$ cat src/rtl/ddr_arb_pkg.sv
// Shared state encodings and default widths for the two-port DDR AXI arbiter.
package ddr_arb_pkg;

  localparam int unsigned DDR_ARB_ADDR_W = 32;
  localparam int unsigned DDR_ARB_DATA_W = 32;
  localparam int unsigned DDR_ARB_LEN_W  = 8;

  typedef enum logic [1:0] {W_IDLE, W_ADDR, W_DATA, W_RESP} wr_state_e;
  typedef enum logic [1:0] {R_IDLE, R_ADDR, R_DATA} rd_state_e;

endpackage

$ cat src/rtl/ddr_arb_pick.sv
// Two-way grant picker. DDR_ARB_RR_EN selects round-robin with a last-grant pointer;
// otherwise port 0 has fixed priority and no pointer exists.
module ddr_arb_pick (
  input  logic       clk,
  input  logic       rst,
  input  logic [1:0] i_req,
  input  logic       i_take,
  output logic       o_gnt
);

`ifdef DDR_ARB_RR_EN
  logic r_last;

  // Pointer starts at 1 so port 0 wins the first contested grant.
  always_ff @(posedge clk or posedge rst) begin
    if (rst) begin
      r_last <= 1'b1;
    end else if (i_take && (|i_req)) begin
      r_last <= o_gnt;
    end
  end

  always_comb begin
    if (&i_req) begin
      o_gnt = ~r_last;
    end else begin
      o_gnt = i_req[1];
    end
  end
`else
  logic w_unused;

  assign w_unused = ^{clk, rst, i_take};
  assign o_gnt    = i_req[1] & ~i_req[0];
`endif

endmodule

$ cat src/rtl/ddr_axi_arbiter.sv
// Two-port AXI4 arbiter in front of a DDR3 controller; independent write and read paths.
// Arbitration is fixed priority unless DDR_ARB_RR_EN is defined (round-robin).
module ddr_axi_arbiter
  import ddr_arb_pkg::*;
#(
  parameter int unsigned ADDR_W = DDR_ARB_ADDR_W,
  parameter int unsigned DATA_W = DDR_ARB_DATA_W,
  parameter int unsigned LEN_W  = DDR_ARB_LEN_W,
  localparam int unsigned STRB_W = DATA_W / 8
) (
  input  logic                clk,
  input  logic                rst,
  // upstream write
  input  logic [2*ADDR_W-1:0] s_awaddr,
  input  logic [2*LEN_W-1:0]  s_awlen,
  input  logic [1:0]          s_awvalid,
  output logic [1:0]          s_awready,
  input  logic [2*DATA_W-1:0] s_wdata,
  input  logic [2*STRB_W-1:0] s_wstrb,
  input  logic [1:0]          s_wlast,
  input  logic [1:0]          s_wvalid,
  output logic [1:0]          s_wready,
  output logic [1:0]          s_bvalid,
  input  logic [1:0]          s_bready,
  // upstream read
  input  logic [2*ADDR_W-1:0] s_araddr,
  input  logic [2*LEN_W-1:0]  s_arlen,
  input  logic [1:0]          s_arvalid,
  output logic [1:0]          s_arready,
  output logic [DATA_W-1:0]   s_rdata,
  output logic                s_rlast,
  output logic [1:0]          s_rvalid,
  input  logic [1:0]          s_rready,
  // downstream master
  output logic [ADDR_W-1:0]   m_awaddr,
  output logic [LEN_W-1:0]    m_awlen,
  output logic                m_awvalid,
  input  logic                m_awready,
  output logic [DATA_W-1:0]   m_wdata,
  output logic [STRB_W-1:0]   m_wstrb,
  output logic                m_wlast,
  output logic                m_wvalid,
  input  logic                m_wready,
  input  logic                m_bvalid,
  output logic                m_bready,
  output logic [ADDR_W-1:0]   m_araddr,
  output logic [LEN_W-1:0]    m_arlen,
  output logic                m_arvalid,
  input  logic                m_arready,
  input  logic [DATA_W-1:0]   m_rdata,
  input  logic                m_rlast,
  input  logic                m_rvalid,
  output logic                m_rready
);

  wr_state_e r_wstate;
  rd_state_e r_rstate;
  logic      r_wgnt;
  logic      r_rgnt;
  logic      w_wpick;
  logic      w_rpick;

  ddr_arb_pick u_wpick (
    .clk    (clk),
    .rst    (rst),
    .i_req  (s_awvalid),
    .i_take (r_wstate == W_IDLE),
    .o_gnt  (w_wpick)
  );

  ddr_arb_pick u_rpick (
    .clk    (clk),
    .rst    (rst),
    .i_req  (s_arvalid),
    .i_take (r_rstate == R_IDLE),
    .o_gnt  (w_rpick)
  );

  // Write path: grant is held from address through response.
  always_ff @(posedge clk or posedge rst) begin
    if (rst) begin
      r_wstate <= W_IDLE;
      r_wgnt   <= 1'b0;
    end else begin
      case (r_wstate)
        W_IDLE: begin
          if (|s_awvalid) begin
            r_wgnt   <= w_wpick;
            r_wstate <= W_ADDR;
          end
        end
        W_ADDR: if (m_awvalid && m_awready)            r_wstate <= W_DATA;
        W_DATA: if (m_wvalid && m_wready && m_wlast)   r_wstate <= W_RESP;
        W_RESP: if (m_bvalid && m_bready)              r_wstate <= W_IDLE;
        default:                                       r_wstate <= W_IDLE;
      endcase
    end
  end

  always_ff @(posedge clk or posedge rst) begin
    if (rst) begin
      r_rstate <= R_IDLE;
      r_rgnt   <= 1'b0;
    end else begin
      case (r_rstate)
        R_IDLE: begin
          if (|s_arvalid) begin
            r_rgnt   <= w_rpick;
            r_rstate <= R_ADDR;
          end
        end
        R_ADDR: if (m_arvalid && m_arready)            r_rstate <= R_DATA;
        R_DATA: if (m_rvalid && m_rready && m_rlast)   r_rstate <= R_IDLE;
        default:                                       r_rstate <= R_IDLE;
      endcase
    end
  end

  always_comb begin
    m_awaddr  = r_wgnt ? s_awaddr[2*ADDR_W-1:ADDR_W] : s_awaddr[ADDR_W-1:0];
    m_awlen   = r_wgnt ? s_awlen[2*LEN_W-1:LEN_W]    : s_awlen[LEN_W-1:0];
    m_wdata   = r_wgnt ? s_wdata[2*DATA_W-1:DATA_W]  : s_wdata[DATA_W-1:0];
    m_wstrb   = r_wgnt ? s_wstrb[2*STRB_W-1:STRB_W]  : s_wstrb[STRB_W-1:0];
    m_wlast   = s_wlast[r_wgnt];
    m_awvalid = 1'b0;
    m_wvalid  = 1'b0;
    m_bready  = 1'b0;
    s_awready = '0;
    s_wready  = '0;
    s_bvalid  = '0;
    case (r_wstate)
      W_ADDR: begin
        m_awvalid         = s_awvalid[r_wgnt];
        s_awready[r_wgnt] = m_awready;
      end
      W_DATA: begin
        m_wvalid         = s_wvalid[r_wgnt];
        s_wready[r_wgnt] = m_wready;
      end
      W_RESP: begin
        m_bready         = s_bready[r_wgnt];
        s_bvalid[r_wgnt] = m_bvalid;
      end
      default: ;
    endcase
  end

  always_comb begin
    m_araddr  = r_rgnt ? s_araddr[2*ADDR_W-1:ADDR_W] : s_araddr[ADDR_W-1:0];
    m_arlen   = r_rgnt ? s_arlen[2*LEN_W-1:LEN_W]    : s_arlen[LEN_W-1:0];
    s_rdata   = m_rdata;
    s_rlast   = 1'b0;
    m_arvalid = 1'b0;
    m_rready  = 1'b0;
    s_arready = '0;
    s_rvalid  = '0;
    case (r_rstate)
      R_ADDR: begin
        m_arvalid         = s_arvalid[r_rgnt];
        s_arready[r_rgnt] = m_arready;
      end
      R_DATA: begin
        m_rready         = s_rready[r_rgnt];
        s_rvalid[r_rgnt] = m_rvalid;
        s_rlast          = m_rlast;
      end
      default: ;
    endcase
  end

endmodule

$ cat config.mk
export PLATFORM = sky130hd
export DESIGN_NAME = ddr_axi_arbiter
export DESIGN_NICKNAME = d
export VERILOG_FILES = /design/src/rtl/ddr_arb_pkg.sv /design/src/rtl/ddr_arb_pick.sv /design/src/rtl/ddr_axi_arbiter.sv
export SDC_FILE = /design/constraint.sdc
export NUM_CORES = 1
export LEC_CHECK = 0
export CORE_AREA = 8 8 166 168
export DETAILED_ROUTE_END_ITERATION = 10
export DIE_AREA = 0 0 174 176
export PLACE_DENSITY = 0.45
export SLEW_MARGIN = 20
export SYNTH_ARGS = -nofsm -noshare
export SYNTH_HDL_FRONTEND = slang
export SYNTH_SLANG_ARGS = --single-unit
$ cat constraint.sdc
create_clock -name clk -period 2.2 [get_ports clk]
set_input_delay 0.33 -clock clk [delete_from_list [all_inputs] [get_ports clk]]
set_output_delay 0.33 -clock clk [all_outputs]
set_load 0.02 [all_outputs]
; ---- Yosys cells after proc, flatten, opt, wreduce, memory -nomap -nowiden
; Index checks and enable logic that the tools add are counted.
[word_totals]
output_inout_bits = 165
regBits = 6
in_bits = 284
[op_classes]
eq_ne = 12
bitwise = 9
magnitude_cmp = 4
n_reduce_logical = 17
muxes = 42
[op_table]
columns = op, count
row1 = two-way mux 32 bit, 3
row2 = two-way mux 2 bit, 12
row3 = two-way mux 1 bit, 20
row4 = two-way mux 8 bit, 2
row5 = "!= test 2 bit, second input constant", 7
row6 = AND 2 bit, 5
row7 = logical AND 1 bit, 9
row8 = case mux 2 bit (4 select lines), 1
row9 = "equality test 2 bit, second input constant", 3
row10 = case mux 2 bit (3 select lines), 1
row11 = "equality test 2 x 1 -> 1 bit, second input constant", 2
row12 = logical NOT 2 bit, 2
row13 = "< comparator 1 x 2 -> 1 bit, second input constant", 2
row14 = two-way mux 4 bit, 1
row15 = AND reduction 2 bit, 2
row16 = AND reduction 4 bit, 1
row17 = OR reduction 2 bit, 2
row18 = AND reduction 3 bit, 1
row19 = AND 1 bit, 2
row20 = demux 1 bit (select 1 bit), 2
row21 = ">= comparator 1 bit, second input constant", 2
row22 = NOT 1 bit, 2

; ---- Logic depth before layout (Yosys ltp)
; Gate-level depths: netlist (run 1).
[depth]
ltp_word = 7
ltp_mapped = 6

; ---- Cells and area by module
; From an unflattened synthesis (run 1), not the netlist that was laid out.
[unflattened]
hier_cells = 230
area_unflattened_um2 = 2189.6
[by_module_without_submodules]
columns = mod, n_inst, area_each_um2, cells_per_inst, seq_area_each_um2
row1 = ddr_axi_arbiter, 1, 2162.1, 228, 150.1
row2 = ddr_arb_pick, 2, 13.8, 1, 0.0

; ---- Least setup slack after synthesis (run 1)
; Ideal clock, no wire load.
[synth_path]
kind = reg-to-output
start = register r_rgnt
end = output port m_arvalid
path_slack_ps = 556
arrival_ps = 1314
t_required_ps = 1870
path_stages_with_launch = 4
path_cell_list = dfrtp_1 > clkbuf_1 > mux2i_1 > nor3b_1
[synth_between]
elab_chain_cells = 3
[synth_rtl]
columns = element, line_no
row1 = from (decl), ddr_axi_arbiter.sv:59  ; logic r_rgnt;
row2 = from (signal assigned), ddr_axi_arbiter.sv:108  ; r_rgnt <= w_rpick;
row3 = two-way mux 1 bit (implied by the code) (2 in series), ddr_axi_arbiter.sv:159  ; m_arvalid = s_arvalid[r_rgnt];
row4 = two-way mux 1 bit, ddr_axi_arbiter.sv:157  ; case (r_rstate)
row5 = to (decl), ddr_axi_arbiter.sv:48  ; output logic m_arvalid,
; No other way between the ends. The select of a mux whose other input is x is not followed.

; ---- Worst setup path in the final report (run 1)
[layout_path]
start = register r_wgnt
end = output port m_awaddr[12]
[layout_between]
elab_chain_cells = 1
[layout_rtl]
columns = element, line_no
row1 = from (decl), ddr_axi_arbiter.sv:58  ; logic r_wgnt;
row2 = from (signal assigned), ddr_axi_arbiter.sv:88  ; r_wgnt <= w_wpick;
row3 = two-way mux 32 bit, ddr_axi_arbiter.sv:120  ; m_awaddr = r_wgnt ? s_awaddr[2*ADDR_W-1:ADDR_W] : s_awaddr[ADDR_W-1:0];
row4 = to (decl), ddr_axi_arbiter.sv:35  ; output logic [ADDR_W-1:0] m_awaddr,
; No other way between the ends.

==> flow_summary.toml, run 1 <==
[timing]
post-route-period-util_pct = 99.8
whs_ps = 361
rsz0062_at_grt = "yes"
fin_worst_skew_ps = 0.167
max-slew-margin-rel_pct = 76.3
max_slew.worst_pin.slew_ps = 355
finalSetupViolCount = 0
setup_ws_ps = 5.02
hold_viol = 0
fmax_mhz = 456
tns_ps = 0
min_period_ps = 2190
final_max_slew_viol_count = 0

[cts]
path_clk_slew_ps = 40
cts_buffers = 3
root_buffer = "clkbuf_16"
cts.sinks = 6
htree_levels = 1
clk_latency_ps = 230
cts_tree = "built"
cts_buffer_depth = 2

[synth]
async_flop_share_pct = 100
ys_warn_count = 0
yosys.area_share.xor_xnor_pct = 0
synth_edf_count = 0
ys.flop_type = "dfrtp_1"
synth_compound_area_share_pct = 3.99
synth_mux_area_share_pct = 64.3
synth_top_family_by_area = "multiplexers"
synth_fa_ha_area_share_pct = 2.89
ys_types = 25
yosysTopAreaCell = "mux2_2"
avgSynthCellArea_um2 = 9.49
ys_seq_area_share_pct = 6.94
synthCells = 228
yosys.area_share.simple_pct = 6.59
ys_seq_elements = 6
yosysMostFrequentCell = "mux2_2"
synth_commonest_cells = "116 x mux2_2, 32 x buf_4, 14 x nor2_1, 13 x buf_2, 6 x dfrtp_1"
synth_top_area_share_pct = 60.3
netlist_area_mm2 = 0.00216
synth_area_leaders = "mux2_2 60%, buf_4 11%, dfrtp_1 6.9%"
synth_nets = 517

[floorplanning]
die_w_um = 174
dieHeight_um = 176
start_util_pct = 8.72
row_count = 58
design.portCount = 449
core_area_mm2 = 0.0248
die_area_mm2 = 0.0306

[global_route]
grt_overflow = 0
grt_pass1_vias = 3780
antenna_found_initial = 4
grt_pass1_wl_um = 24000
grt_usage_pct = 10.4
grt_max_degree = 46

[run]
max_cap_viol_count = 0

[worst_setup_path]
crit_path_end_kind = "output pin"
crit_path_start_kind = "flop"
worstPathMaxFanout = 17
crit_type = "reg -> out"
r2r_start = "r_wgnt"
reg2reg_slack_ps = 220
worstReg2RegEnd = "r_wstate[1]"
worstPathRequired_ps = 1870
reg2regPathDepth = 5
arrival_ps = 1860

[placement]
port_buffers = 384
dp.cells = 904
dpl_worst_slack_ps = 40.3
dpl-instance-area_mm2 = 0.00619
place.gp.congestion = 0.835
dpl.hpwl_um = 15800

[final_layout]
post-route-util_pct = 26.1
fin_nets = 873
multi_input_area_mm2 = 0.00168
drive_gt1_share_pct = 24.2
syn2layout_area_growth_pct = 200
n_fill_cell = 2676
seq_area_um2 = 155
design_area_mm2 = 0.00648
instances_no_fill = 915

[drt]
antenna_left = 0
vias_per_cell = 3.52
drtIter0Drc = 36
vias = 3222
routed_wl_um = 17700
drc = 0
dr.pass1.iters = 4
wl_per_cell_um = 19.3

[power_and_ir_drop]
p_total_mw = 5.50
ir_worst_vdd_mv = 0.369
p_per_area_mw_per_mm2 = 849
p_leak_nw = 3.01

[min_path]
hold_path.class = "in -> async"

[run_status]
status = "complete, no violations"
[flip-flops by register name (all words and copies together) (netlist names)]
name and cells:
r_wstate 2, r_wgnt 1, r_rgnt 1, r_rstate 2
[critical path, cell delays in order (launching register included)]
cell             delay [ps]
dfrtp_4                 510
buf_6                   230
mux2_2                  350
clkdlybuf4s50_1         540
[cells in the final DEF (no fill, tap or decap), types with 2 or more instances in the layout]
cell type	count
nor2_1	14
clkbuf_16	4
mux2_1	4
ha_1	5
dfrtp_1	4
buf_4	13
nand2b_1	3
clkdlybuf4s50_1	281
nand2_1	5
dlygate4sd2_1	33
and2_1	3
mux2_2	116
nor2b_1	2
inv_1	5
diode_2	3
dlymetal6s2s_1	65
mux2i_1	4
a21oi_1	5
[routing by layer]
| layer | share of wire, % | routed length [um] | up-vias | GRT usage, % |
|---|---|---|---|---|
| li1 | - | - | 1495 | - |
| met1 | 35 | 6240 | 1429 | 9.62 |
| met2 | 51 | 8970 | 287 | 19.2 |
| met3 | 13 | 2230 | 11 | 5.98 |
| met4 | 1.3 | 235 | 0 | 2.89 |
| met5 | 0 | 0 | - | 0 |
[final cells by class]
| class | instances | area share (%) |
|---|---|---|
| inverter | 6 | 0.347 |
| tap | 330 | 6.37 |
| clock buffer | 3 | 1.16 |
| antenna | 3 | 0.116 |
| timing repair buffer | 397 | 63.7 |
| multi-input combinational | 170 | 26.0 |
| sequential | 6 | 2.39 |
[report_power, final]
part           switching (mW)  internal, mW  total [mW]  leakage, nW
sequential              0.108         0.178       0.286       0.0695
clock                  0.0725         0.234       0.307       0.0370
combinational            2.27          2.64        4.91         2.90
[what timing repair did]
item | in CTS | in global routing
cloned | 1 | 1
hold buffers | 0 | 0
gates resized for setup | 33 | 67
endpoints found under the hold margin | 0 | 0
pin swaps | 0 | 0
endpoints found under the setup margin | 98 | 56
buffers inserted | 3 | 0
[kinds of logic after synthesis]
kind of cell | after synthesis
multiplexers | 124
buffers and inverters | 52
AND/OR/NAND/NOR | 30
AO/OA/AOI/OAI | 11
flip-flops | 6
adder cells (fa/ha/maj) | 5
[worst max path at each step]
| stage | endpoint | slack [ps] | start |
|---|---|---|---|
| 3_3_place_gp | m_arvalid | 30 | s_arvalid[0] |
| 5_1_grt | m_awaddr[12] | -60 | r_wgnt |
| 2_1_floorplan | m_arvalid | 560 | r_rgnt |
| 6_report | m_awaddr[12] | 5 | r_wgnt |
| 4_1_cts | m_awlen[4] | -80 | r_wgnt |
| 3_5_place_dp | m_arvalid | 40 | s_arvalid[0] |
Power figures use the tool's default switching activity.
==> run 2: changes to the inputs <==
--- a/config.mk
+++ b/config.mk
@@ -9,7 +9,6 @@
 export DETAILED_ROUTE_END_ITERATION = 10
 export DIE_AREA = 0 0 174 176
 export PLACE_DENSITY = 0.45
-export SLEW_MARGIN = 20
 export SYNTH_ARGS = -nofsm -noshare
 export SYNTH_HDL_FRONTEND = slang
 export SYNTH_SLANG_ARGS = --single-unit
==> results of run 2 <==
The final DEF is identical to that of run 1; final timing and power are the same.
==> run 3: changes to the inputs <==
--- a/config.mk
+++ b/config.mk
@@ -9,6 +9,7 @@
 export DETAILED_ROUTE_END_ITERATION = 10
 export DIE_AREA = 0 0 174 176
 export PLACE_DENSITY = 0.45
+export SLEW_MARGIN = 20
 export SYNTH_ARGS = -nofsm -noshare
 export SYNTH_HDL_FRONTEND = slang
 export SYNTH_SLANG_ARGS = --single-unit
==> results of run 3 <==
The final DEF is identical to that of run 1; final timing and power are the same.
